--- src/rtl/alu_seq.sv ---
// Issue/writeback sequencer for the 8-bit ALU: owns the 8-entry register file,
// snapshots operands at accept, captures the ALU result and writes it back to rd.
module alu_seq #(
   parameter int DW    = 8,
   parameter int CNT_W = 16
) (
   input  logic             clk,
   input  logic             reset,
   input  logic             instr_valid,
   input  logic [8:0]       instr,
   output logic             instr_ready,
   output logic [DW-1:0]    alu_input_a,
   output logic [DW-1:0]    alu_input_b,
   output logic [2:0]       alu_opcode,
   input  logic [DW-1:0]    alu_out,
   input  logic             zero,
   output logic             done,
   output logic             zero_flag,
   output logic [CNT_W-1:0] op_count,
   input  logic             host_we,
   input  logic [2:0]       host_waddr,
   input  logic [DW-1:0]    host_wdata,
   input  logic [2:0]       host_raddr,
   output logic [DW-1:0]    host_rdata
);

   // state  | meaning
   // S_IDLE | ready for an instruction; ALU ports hold the last operands
   // S_EXEC | operands on the ALU, result captured at the edge
   // S_WB   | captured result written to rd, done pulses next cycle
   typedef enum logic [1:0] {
      S_IDLE = 2'd0,
      S_EXEC = 2'd1,
      S_WB   = 2'd2
   } state_t;

   state_t           state_q, state_d;
   logic [2:0]       opc_q, opc_d;
   logic [2:0]       rd_q, rd_d;
   logic [DW-1:0]    op_a_q, op_a_d;
   logic [DW-1:0]    op_b_q, op_b_d;
   logic [DW-1:0]    res_q, res_d;
   logic             zero_q, zero_d;
   logic             zf_q, zf_d;
   logic             done_q, done_d;
   logic [CNT_W-1:0] cnt_q, cnt_d;
   logic [DW-1:0]    rf_q [8];
   logic [DW-1:0]    rf_d [8];
   logic             wb_en;

   always_comb begin
      state_d = state_q;
      opc_d   = opc_q;
      rd_d    = rd_q;
      op_a_d  = op_a_q;
      op_b_d  = op_b_q;
      res_d   = res_q;
      zero_d  = zero_q;
      zf_d    = zf_q;
      done_d  = 1'b0;
      cnt_d   = cnt_q;
      wb_en   = 1'b0;
      case (state_q)
         S_IDLE: begin
            if (instr_valid) begin
               opc_d   = instr[8:6];
               rd_d    = instr[5:3];
               op_a_d  = rf_q[instr[5:3]];
               op_b_d  = rf_q[instr[2:0]];
               state_d = S_EXEC;
            end
         end
         S_EXEC: begin
            res_d   = alu_out;
            zero_d  = zero;
            state_d = S_WB;
         end
         S_WB: begin
            wb_en   = 1'b1;
            zf_d    = zero_q;
            cnt_d   = cnt_q + {{(CNT_W-1){1'b0}}, 1'b1};
            done_d  = 1'b1;
            state_d = S_IDLE;
         end
         default: state_d = S_IDLE;
      endcase
   end

   // Writeback is applied after the host write so it wins on an rd collision.
   always_comb begin
      for (int i = 0; i < 8; i++) rf_d[i] = rf_q[i];
      if (host_we) rf_d[host_waddr] = host_wdata;
      if (wb_en)   rf_d[rd_q]       = res_q;
   end

   always_ff @(posedge clk) begin
      if (reset) begin
         state_q <= S_IDLE;
         opc_q   <= '0;
         rd_q    <= '0;
         op_a_q  <= '0;
         op_b_q  <= '0;
         res_q   <= '0;
         zero_q  <= 1'b0;
         zf_q    <= 1'b0;
         done_q  <= 1'b0;
         cnt_q   <= '0;
         for (int i = 0; i < 8; i++) rf_q[i] <= '0;
      end else begin
         state_q <= state_d;
         opc_q   <= opc_d;
         rd_q    <= rd_d;
         op_a_q  <= op_a_d;
         op_b_q  <= op_b_d;
         res_q   <= res_d;
         zero_q  <= zero_d;
         zf_q    <= zf_d;
         done_q  <= done_d;
         cnt_q   <= cnt_d;
         for (int i = 0; i < 8; i++) rf_q[i] <= rf_d[i];
      end
   end

   assign instr_ready = (state_q == S_IDLE);
   assign alu_input_a = op_a_q;
   assign alu_input_b = op_b_q;
   assign alu_opcode  = opc_q;
   assign done        = done_q;
   assign zero_flag   = zf_q;
   assign op_count    = cnt_q;
   assign host_rdata  = rf_q[host_raddr];

endmodule

--- config.mk ---
export PLATFORM = sky130hd
export DESIGN_NAME = alu_seq
export DESIGN_NICKNAME = d
export VERILOG_FILES = /design/src/rtl/alu_seq.sv
export SDC_FILE = /design/constraint.sdc
export NUM_CORES = 1
export LEC_CHECK = 0
export BUFFER_PORTS_ARGS = -buffer_cell sky130_fd_sc_hd__buf_4
export CORE_MARGIN = 2
export CORE_UTILIZATION = 58
export CTS_CLUSTER_DIAMETER = 80
export DETAILED_ROUTE_END_ITERATION = 10
export HOLD_SLACK_MARGIN = 0.15
export PLACE_DENSITY = 0.79
export RECOVER_POWER = 100
export SLEW_MARGIN = 20
export SYNTH_ARGS = -nofsm -noshare
export SYNTH_HDL_FRONTEND = slang
export SYNTH_SLANG_ARGS = --single-unit
--- constraint.sdc ---
create_clock -name clk -period 2.01 [get_ports clk]
set_input_delay 0.3015 -clock clk [delete_from_list [all_inputs] [get_ports clk]]
set_output_delay 0.3015 -clock clk [all_outputs]
set_load 0.05 [all_outputs]
# Yosys cells after proc, flatten, opt, wreduce, memory -nomap -nowiden
# Memory sizes are Yosys's and may differ from the RTL's. A register that Yosys moved wholly into a read port is not among the register bits.
# Cells that the tools add are included.
# op_classes
add_sub_neg	1
order_cmp	4
n_eq_ne	3
muxes	22
n_bitwise	10
reduce_logical	4
# ops
op	n
$bwmux 64	2
$mux 64	2
$mux 8	10
$demux 8 s3	2
$add 16x1->16 const B	1
$ge 4x4->1 const B	2
$lt 4x1->1 const B	2
$not 3->4	2
$or 1x1->1	8
$mux 1	4
$pmux 2 s2	1
$eq 2x1->1 const B	1
$eq 2x2->1 const B	1
$logic_and 1x1->1	2
$logic_not 2->1	1
$mux 2	1
$ne 2x2->1 const B	1
$reduce_and 2->1	1
# totals
ff_bits	35
ram_bits	64
elab_cells	53
n_memories	1
# memory_table
name	words	width	read_ports	rd_ports_with_merged_regs	wr	line	source
rf_q	8	8	11	2	8	47	logic [DW-1:0] rf_q [8];

# Logic depth before layout (Yosys ltp)
# Gate-level depths: netlist (run 1).
# depth
word_depth	10
mapped_depth	6
depth_no_buf	5

# Worst setup path before layout (run 1)
# Ideal clock, no wire load.
# synth_path
path_kind	reg-to-reg
start	register cnt_q[3], in the netlist op_count[3]
end	register cnt_q[15], in the netlist op_count[15]
setup_time_ps	123
arrival_ps	1845
required_ps	1887
slack_ps	42
path_stages_with_launch	5
path_buffers	0
synth_period_minus_slack_ps	1968
path_cell_list	dfxtp_1 -> nand4_1 -> nor4_4 -> nor3b_2 -> mux2_1
# synth_between
elab_chain_cells	1
# synth_rtl
element	line	source
start: declaration	46	logic [CNT_W-1:0] cnt_q, cnt_d;
start signal: assignment	119	cnt_q <= cnt_d;
$add 16x1->16	81	cnt_d = cnt_q + {{(CNT_W-1){1'b0}}, 1'b1};
# No other way between the ends.
# A chain may end at the register's enable or synchronous reset.

==> results of run 1 <==
-- logic make-up after synthesis --
logic type      after synthesis  synth area share
mux                         147            0.2618
flops                       115            0.3576
simple gates                206            0.1551
fa+ha+maj                     1          0.001943
buf+inv                      72           0.05073
xor+xnor                     10           0.01360
compound gates              141            0.1592
-- layout make-up --
cell class	instances	area, µm²	area share
repair buffers	161	1176	0.1453
well taps	140	175.2	0.02163
clock buffers	21	449.2	0.05548
inverters	1	3.754	0.0004636
clock inverters	11	110.1	0.01360
multi-input cells	505	3806	0.4701
flip-flops and latches	115	2376	0.2935
-- sequential cells by signal (all words and copies together), names as in the netlist --
signal,cells
rf_q,64
op_count,16
alu_input_a,8
alu_input_b,8
res_q,8
alu_opcode,3
rd_q,3
state_q,2
done,1
zero_flag,1
zero_q,1
-- report_power, final --
group / internal (mW) / leakage, nW / switching (mW)
Combinational: 0.358 / 2.19 / 0.541
Clock: 1.81 / 0.277 / 1.07
Sequential: 2.37 / 0.961 / 0.0947
-- worst paths after layout --
path / slack (ns) / from / cells after the start / end
max: -0.09 / rf_q[3][3] / 3 / host_rdata[3]
min: 0.17 / host_wdata[6] / 3 / rf_q[5][6]
max reg2reg: 0.03 / state_q[1] / 7 / alu_input_b[2]
min reg2reg: 0.47 / alu_input_b[3] / 1 / alu_input_b[3]
-- cell usage in the layout (no fill, tap or decap), types with 6 or more instances in the layout --
| master | synthesis | routed |
|---|---|---|
| mux4_2 | 16 | 16 |
| clkinv_2 | 0 | 7 |
| dfxtp_2 | 0 | 53 |
| a32o_1 | 7 | 7 |
| clkbuf_16 | 0 | 16 |
| dfxtp_1 | 115 | 60 |
| buf_4 | 4 | 85 |
| nor3_1 | 11 | 11 |
| a22oi_1 | 24 | 24 |
| nor2b_1 | 16 | 16 |
| clkbuf_1 | 30 | 41 |
| nand4_1 | 6 | 6 |
| mux2i_1 | 120 | 120 |
| nand3_1 | 9 | 9 |
| a21oi_1 | 35 | 35 |
| a211oi_1 | 64 | 68 |
| clkbuf_2 | 0 | 7 |
| mux2_4 | 0 | 8 |
| xor2_1 | 6 | 6 |
| buf_8 | 0 | 7 |
| nand2_1 | 44 | 44 |
| dlygate4sd3_1 | 0 | 20 |
| nor2_1 | 93 | 93 |
-- worst reg2reg max path: stages (launching register included) --
cell and delay (ns):
dfxtp_1 0.43, clkbuf_1 0.26, nor2_1 0.15, nand2_1 0.12
clkbuf_1 0.39, nor2_1 0.08, buf_4 0.21, a32o_1 0.23
-- metal layers --
metal | routed length [µm] | GRT usage | part of all wire | vias to the layer above
met5 | 0 | 0 | 0 | -
met4 | 1159 | 0.2161 | 0.055 | 0
met3 | 2236 | 0.09188 | 0.11 | 107
met2 | 9766 | 0.5639 | 0.46 | 412
met1 | 7923 | 0.4512 | 0.38 | 2951
li1 | - | - | - | 2745
-- per-stage QoR --
| stage | setup TNS, ns | cells | util |
|---|---|---|---|
| finish | -0.5741 | 954 | 0.7469 |
| global route | -1.634 | 954 | 0.7469 |
| CTS | -0.6410 | 950 | 0.7608 |
| detailed placement | 0 | 873 | 0.6601 |
| global placement | 0 | 873 | 0.6601 |
| floorplan | 0 | 692 | - |
-- repair_timing --
action / 4_1_cts / 5_1_grt
hold buffers: 20 / 0
gates resized for setup: 69 / 12
setup buffers: 25 / 4
endpoints found under the hold margin: 25 / 0
endpoints found under the setup margin: 8 / 9
pin swaps: 0 / 0
==> key figures, run 1 <==
Run status
  – Status: complete, but fails checks
  – Failing checks: negative setup slack

Die
  – Core Footprint: about 11000 µm²
  – Full die area: around 12000 µm²
  – Ports: 82
  – Die height: 109.4 µm
  – Initial core utilization: 0.5938
  – Die width: 109.4 µm
  – FP Rows: 38

Synthesis
  – Mapped Avg Cell Area: 9.303 µm²
  – #FFs+latches synth: about 120
  – EDFF count, synth: 0
  – Synthesized net count: around 730
  – Share of flip-flops with an asynchronous set or reset: 0
  – Synth cell count leaders: mux2i_1 (120), dfxtp_1 (115), nor2_1 (93)
  – Mapped Area: between 6000 and 7000 µm²
  – Synth area leaders: dfxtp_1 (36%), mux2i_1 (19%), a211oi_1 (7.5%)
  – Area leader, netlist: dfxtp_1
  – Top cell type's share of synthesized area: 0.3576
  – Synth cell types: a little over 40
  – Sequential cell area fraction in the yosys report: 0.3576
  – Ys Warns: 0
  – Most numerous cell in the Yosys netlist: mux2i_1
  – Dominant synthesized flop cell: dfxtp_1
  – Cells after Synth: roughly 690

Worst setup path
  – Critical Path, Cell by Cell: mux4_2, mux2_4, buf_8
  – CP bufs+invs: 1
  – Critical path required time: 1.71 ns
  – WP data arrival: around 1.8 ns
  – Crit path kind: register to output port
  – Worst setup EP type: output port
  – Crit Path Max Fanout: 4
  – Crit-path slowest cell: mux4_2
  – Max incr delay on CP: roughly 0.47 ns
  – Delay-heaviest family, CP: multiplexers
  – Crit start category: register

Cells and area
  – Fillers: about 770
  – N_diodes: 0
  – Share of cells above drive strength 1: 0.2703
  – Layout net count: around 840
  – Final instance area: between 8000 and 9000 µm²
  – Layout area overhead: 25.77%

Worst hold path
  – HP Class: input port to register

Global routing
  – Total GRT Usage: 0.3617
  – Largest net degree at the start of global routing: around 40
  – Grt total ovfl: 0
  – Initial antenna violation count: 0
  – Vias in the first global route: 6057
  – First-pass GRT wire length: 32.24 mm

STA
  – Slew margin rel.: 0.5399
  – Setup violators final: 8
  – Maximum clock frequency: 475.2 MHz
  – Worst-margin pin slew: around 0.7 ns
  – PnR worst setup slack: -0.09434 ns
  – Final Cycle Share: 1.047
  – Tmin final: about 2.1 ns
  – Final Hold Violating Endpoints: 0
  – RSZ-0062 raised after global routing: yes
  – Slew Viols, Final: 0
  – Post-Route Skew: between 0.006 and 0.007 ns
  – Hold_ws: ~0.17 ns

Placed design
  – Setup WS pre-CTS: between 0.05 and 0.06 ns
  – Placer Congestion: about 0.89
  – Number of buffers added on ports: 81
  – Hpwl dp: 12.78 mm
  – Area after DPL: 7156 µm²

Clock network
  – Clock root buffer: clkbuf_8
  – Clock transition at path regs: around 0.06 ns
  – Clk_lat worst skew: between 0.5 and 0.6 ns
  – CTS tree: yes
  – CTS sink count: around 120
  – Clk buf depth: 2
  – Htree depth: 4
  – Num CTS Buffers: 17

Detailed routing
  – Routed vias: approximately 6200
  – Wire length per cell: around 22 µm
  – Vias/cell: between 6 and 7
  – Antenna-violating nets left: 0
  – WL final: ~21 mm
  – DR pass1 iterations: 5
  – DRC violations left: 0
  – Initial DRC Count: 689

Power and ir drop
  – PD cells: 771.4 nW/µm²
  – Total chip power: 6.246 mW
  – Static leakage: roughly 3.4 nW
  – Peak supply drop: 0.6108 mV

Run
  – Max Cap Viol: 0
No activity file was read; power rests on OpenSTA's default activity.
==> inputs of run 2 (changes only) <==
Settings changed: REMOVE_ABC_BUFFERS from default to 1.
==> key figures, run 2 (synthesis gave the netlist of run 1 again) <==
Detailed routing
  – DR pass1 iterations: 6 (+1)
  – Antenna-violating nets left: 0 (unchanged)
  – Routed vias: 6307 (+1.5%)
  – Metal2 WL: 9.611 mm (-1.6%)
  – Initial DRC Count: 528 (-23%)
  – Wire length per cell: 22.05 µm (-0.25%)
  – M1 WL: 7.917 mm (about the same)
  – Met3 wire len: 2.393 mm (+7.0%)
  – DRC violations left: 0 (unchanged)
  – Vias/cell: 6.529 (+0.22%)
  – WL final: 21.30 mm (+1.0%)
  – Top Layer Used: met4

STA
  – Tmin final: 2.093 ns (-0.01144 ns)
  – Final Cycle Share: 1.041 (-0.005690)
  – Post-Route Skew: 0.009234 ns (+0.003034 ns)
  – Maximum clock frequency: 477.8 MHz (+0.55%)
  – Slew Viols, Final: 0 (unchanged)
  – Setup_tns: -0.4823 ns (+0.09176 ns)
  – PnR worst setup slack: -0.08290 ns (+0.01144 ns)
  – Slew margin rel.: 0.3240 (-0.2159)
  – Setup violators final: 8 (unchanged)
  – RSZ-0062 raised after global routing: yes
  – Worst-margin pin slew: 1.014 ns (+0.3255 ns)
  – Final Hold Violating Endpoints: 0 (unchanged)

Worst hold path
  – HP Class: input port to register
  – Hold path endpoint: rf_q[7][4]
  – WHS Path Cells: 3 (unchanged)
  – Hold Path Origin: host_wdata[4]

Cells and area
  – Layout net count: 852 (+1.7%)
  – Fillers: 746 (-3.5%)
  – Number of flip-flops in the largest register: 64 (unchanged)
  – Layout area overhead: 27.64%
  – Most frequent cells in the layout: mux2i_1 (120), nor2_1 (93), buf_4 (93)
  – Largest Register: rf_q
  – Final core occ: 0.7580 (+0.01108)
  – Area of the multi-input gates: 3801 µm² (-0.13%)
  – Share of cells above drive strength 1: 0.2845 (+0.01423)
  – Area taken by flip-flops and latches: 2382 µm² (+0.26%)
  – N_diodes: 0 (unchanged)
  – Finished Layout Cells: 966 (+1.3%)
  – Commonest non-fill, non-tap cell in the layout: mux2i_1

Worst setup path
  – WP data arrival: 1.79 ns (about the same)
  – Reg-to-reg slack, setup: 0.04 ns (about the same)
  – Crit path kind: register to output port
  – Crit Path Max Fanout: 4 (unchanged)
  – Reg-to-reg critical path endpoint: op_count[15]
  – Worst r2r path cells: 4 (-3)
  – Crit start category: register
  – Critical path required time: 1.71 ns (about the same)
  – Worst setup EP type: output port
  – Reg-to-Reg Start: state_q[1]

Run status
  – Status: complete, but fails checks
  – Failing checks: negative setup slack

Power and ir drop
  – Static leakage: 3.511 nW (+2.3%)
  – PD cells: 753.6 nW/µm² (-2.3%)
  – Total chip power: 6.192 mW (-0.87%)
  – Peak supply drop: 0.5294 mV (-13%)

Run
  – Max Cap Viol: 0 (unchanged)

Placed design
  – Setup WS pre-CTS: 0.1727 ns (+0.1174 ns)
  – Hpwl dp: 12.85 mm (+0.54%)
  – Placer Congestion: 0.9552 (+7.2%)
  – Number of buffers added on ports: 81 (unchanged)
  – Dpl cells: 875 (+0.23%)

Clock network
  – Clk_lat worst skew: 0.54 ns (about the same)
  – Clk buf depth: 2 (unchanged)
  – Clock transition at path regs: 0.06 ns (about the same)
  – CTS tree: yes
  – Htree depth: 4 (unchanged)
  – Num CTS Buffers: 17 (unchanged)
  – CTS sink count: 115 (unchanged)
  – Clock root buffer: clkbuf_8

Global routing
  – First-pass GRT wire length: 32.44 mm (+0.62%)
  – Vias in the first global route: 6264 (+3.4%)
  – Largest net degree at the start of global routing: 49 (+20%)
  – Initial antenna violation count: 0 (unchanged)
  – Total GRT Usage: 0.3665 (+0.004825)
  – Grt total ovfl: 0 (unchanged)

Die
  – Core Footprint: 10840 µm² (unchanged)
  – Die height: 109.4 µm (unchanged)
  – Die width: 109.4 µm (unchanged)
  – Ports: 82 (unchanged)
  – Full die area: 11960 µm² (unchanged)
  – Initial core utilization: 0.5938 (unchanged)
  – FP Rows: 38 (unchanged)
-- run 2: cell count changes in the layout (fill, tap and decap cells not counted), sizes merged --
cell	previous run	this run
bufinv	2	1
buf	95	105
dlygate4sd3	20	22
clkbuf	67	73
clkinv	7	4
clkinvlp	2	0
-- run 2: power by group --
part           internal (mW)  switching, mW
clock network           1.78           1.03
logic                  0.373          0.546
registers               2.37         0.0892
total                   4.53           1.67
-- run 2: final cells by class --
| cell class | count | area share |
|---|---|---|
| multi-input cells | 505 | 0.4626 |
| repair buffers | 175 | 0.1594 |
| well taps | 140 | 0.02132 |
| flip-flops and latches | 115 | 0.2899 |
| clock buffers | 25 | 0.06015 |
| inverters | 1 | 0.0004568 |
| clock inverters | 5 | 0.006091 |
-- run 2: how the worst max path moves through the flow --
| stage | start | endpoint | slack [ns] |
|---|---|---|---|
| 6_report | rf_q[7][1] | host_rdata[1] | -0.08 |
| 4_1_cts | rf_q[0][3] | host_rdata[3] | -0.08 |
| 2_1_floorplan | state_q[1] | alu_input_b[0] | -0.23 |
| 3_5_place_dp | host_raddr[0] | host_rdata[7] | 0.17 |
| 3_3_place_gp | host_raddr[0] | host_rdata[1] | 0.18 |
| 5_1_grt | rf_q[2][3] | host_rdata[3] | -0.11 |
-- run 2: worst max-delay path, stage by stage (launching register included) --
cell     delay (ns)
dfxtp_2        0.34
mux4_2         0.46
mux2_4         0.30
buf_8          0.16
-- run 2: timing repair --
action	4_1_cts	5_1_grt
hold endpoints to repair	36	0
endpoints found under the setup margin	8	8
gates resized for setup	84	3
setup buffers	38	1
hold buffers	22	0
-- run 2: per-stage QoR --
stage                     area [µm²]  hold WS [ns]
after CTS                       8412        0.1517
final                           8217        0.1706
after detailed placement        7196        0.4514
after floorplan                 6115        0.3661
after global routing            8217        0.1854
after global placement          7196        0.4432
-- run 2: per-layer routing --
| metal | track usage | up-vias |
|---|---|---|
| met5 | 0 | - |
| met4 | 0.2631 | 0 |
| met3 | 0.09129 | 118 |
| met2 | 0.5644 | 434 |
| met1 | 0.4462 | 2968 |
| li1 | - | 2787 |
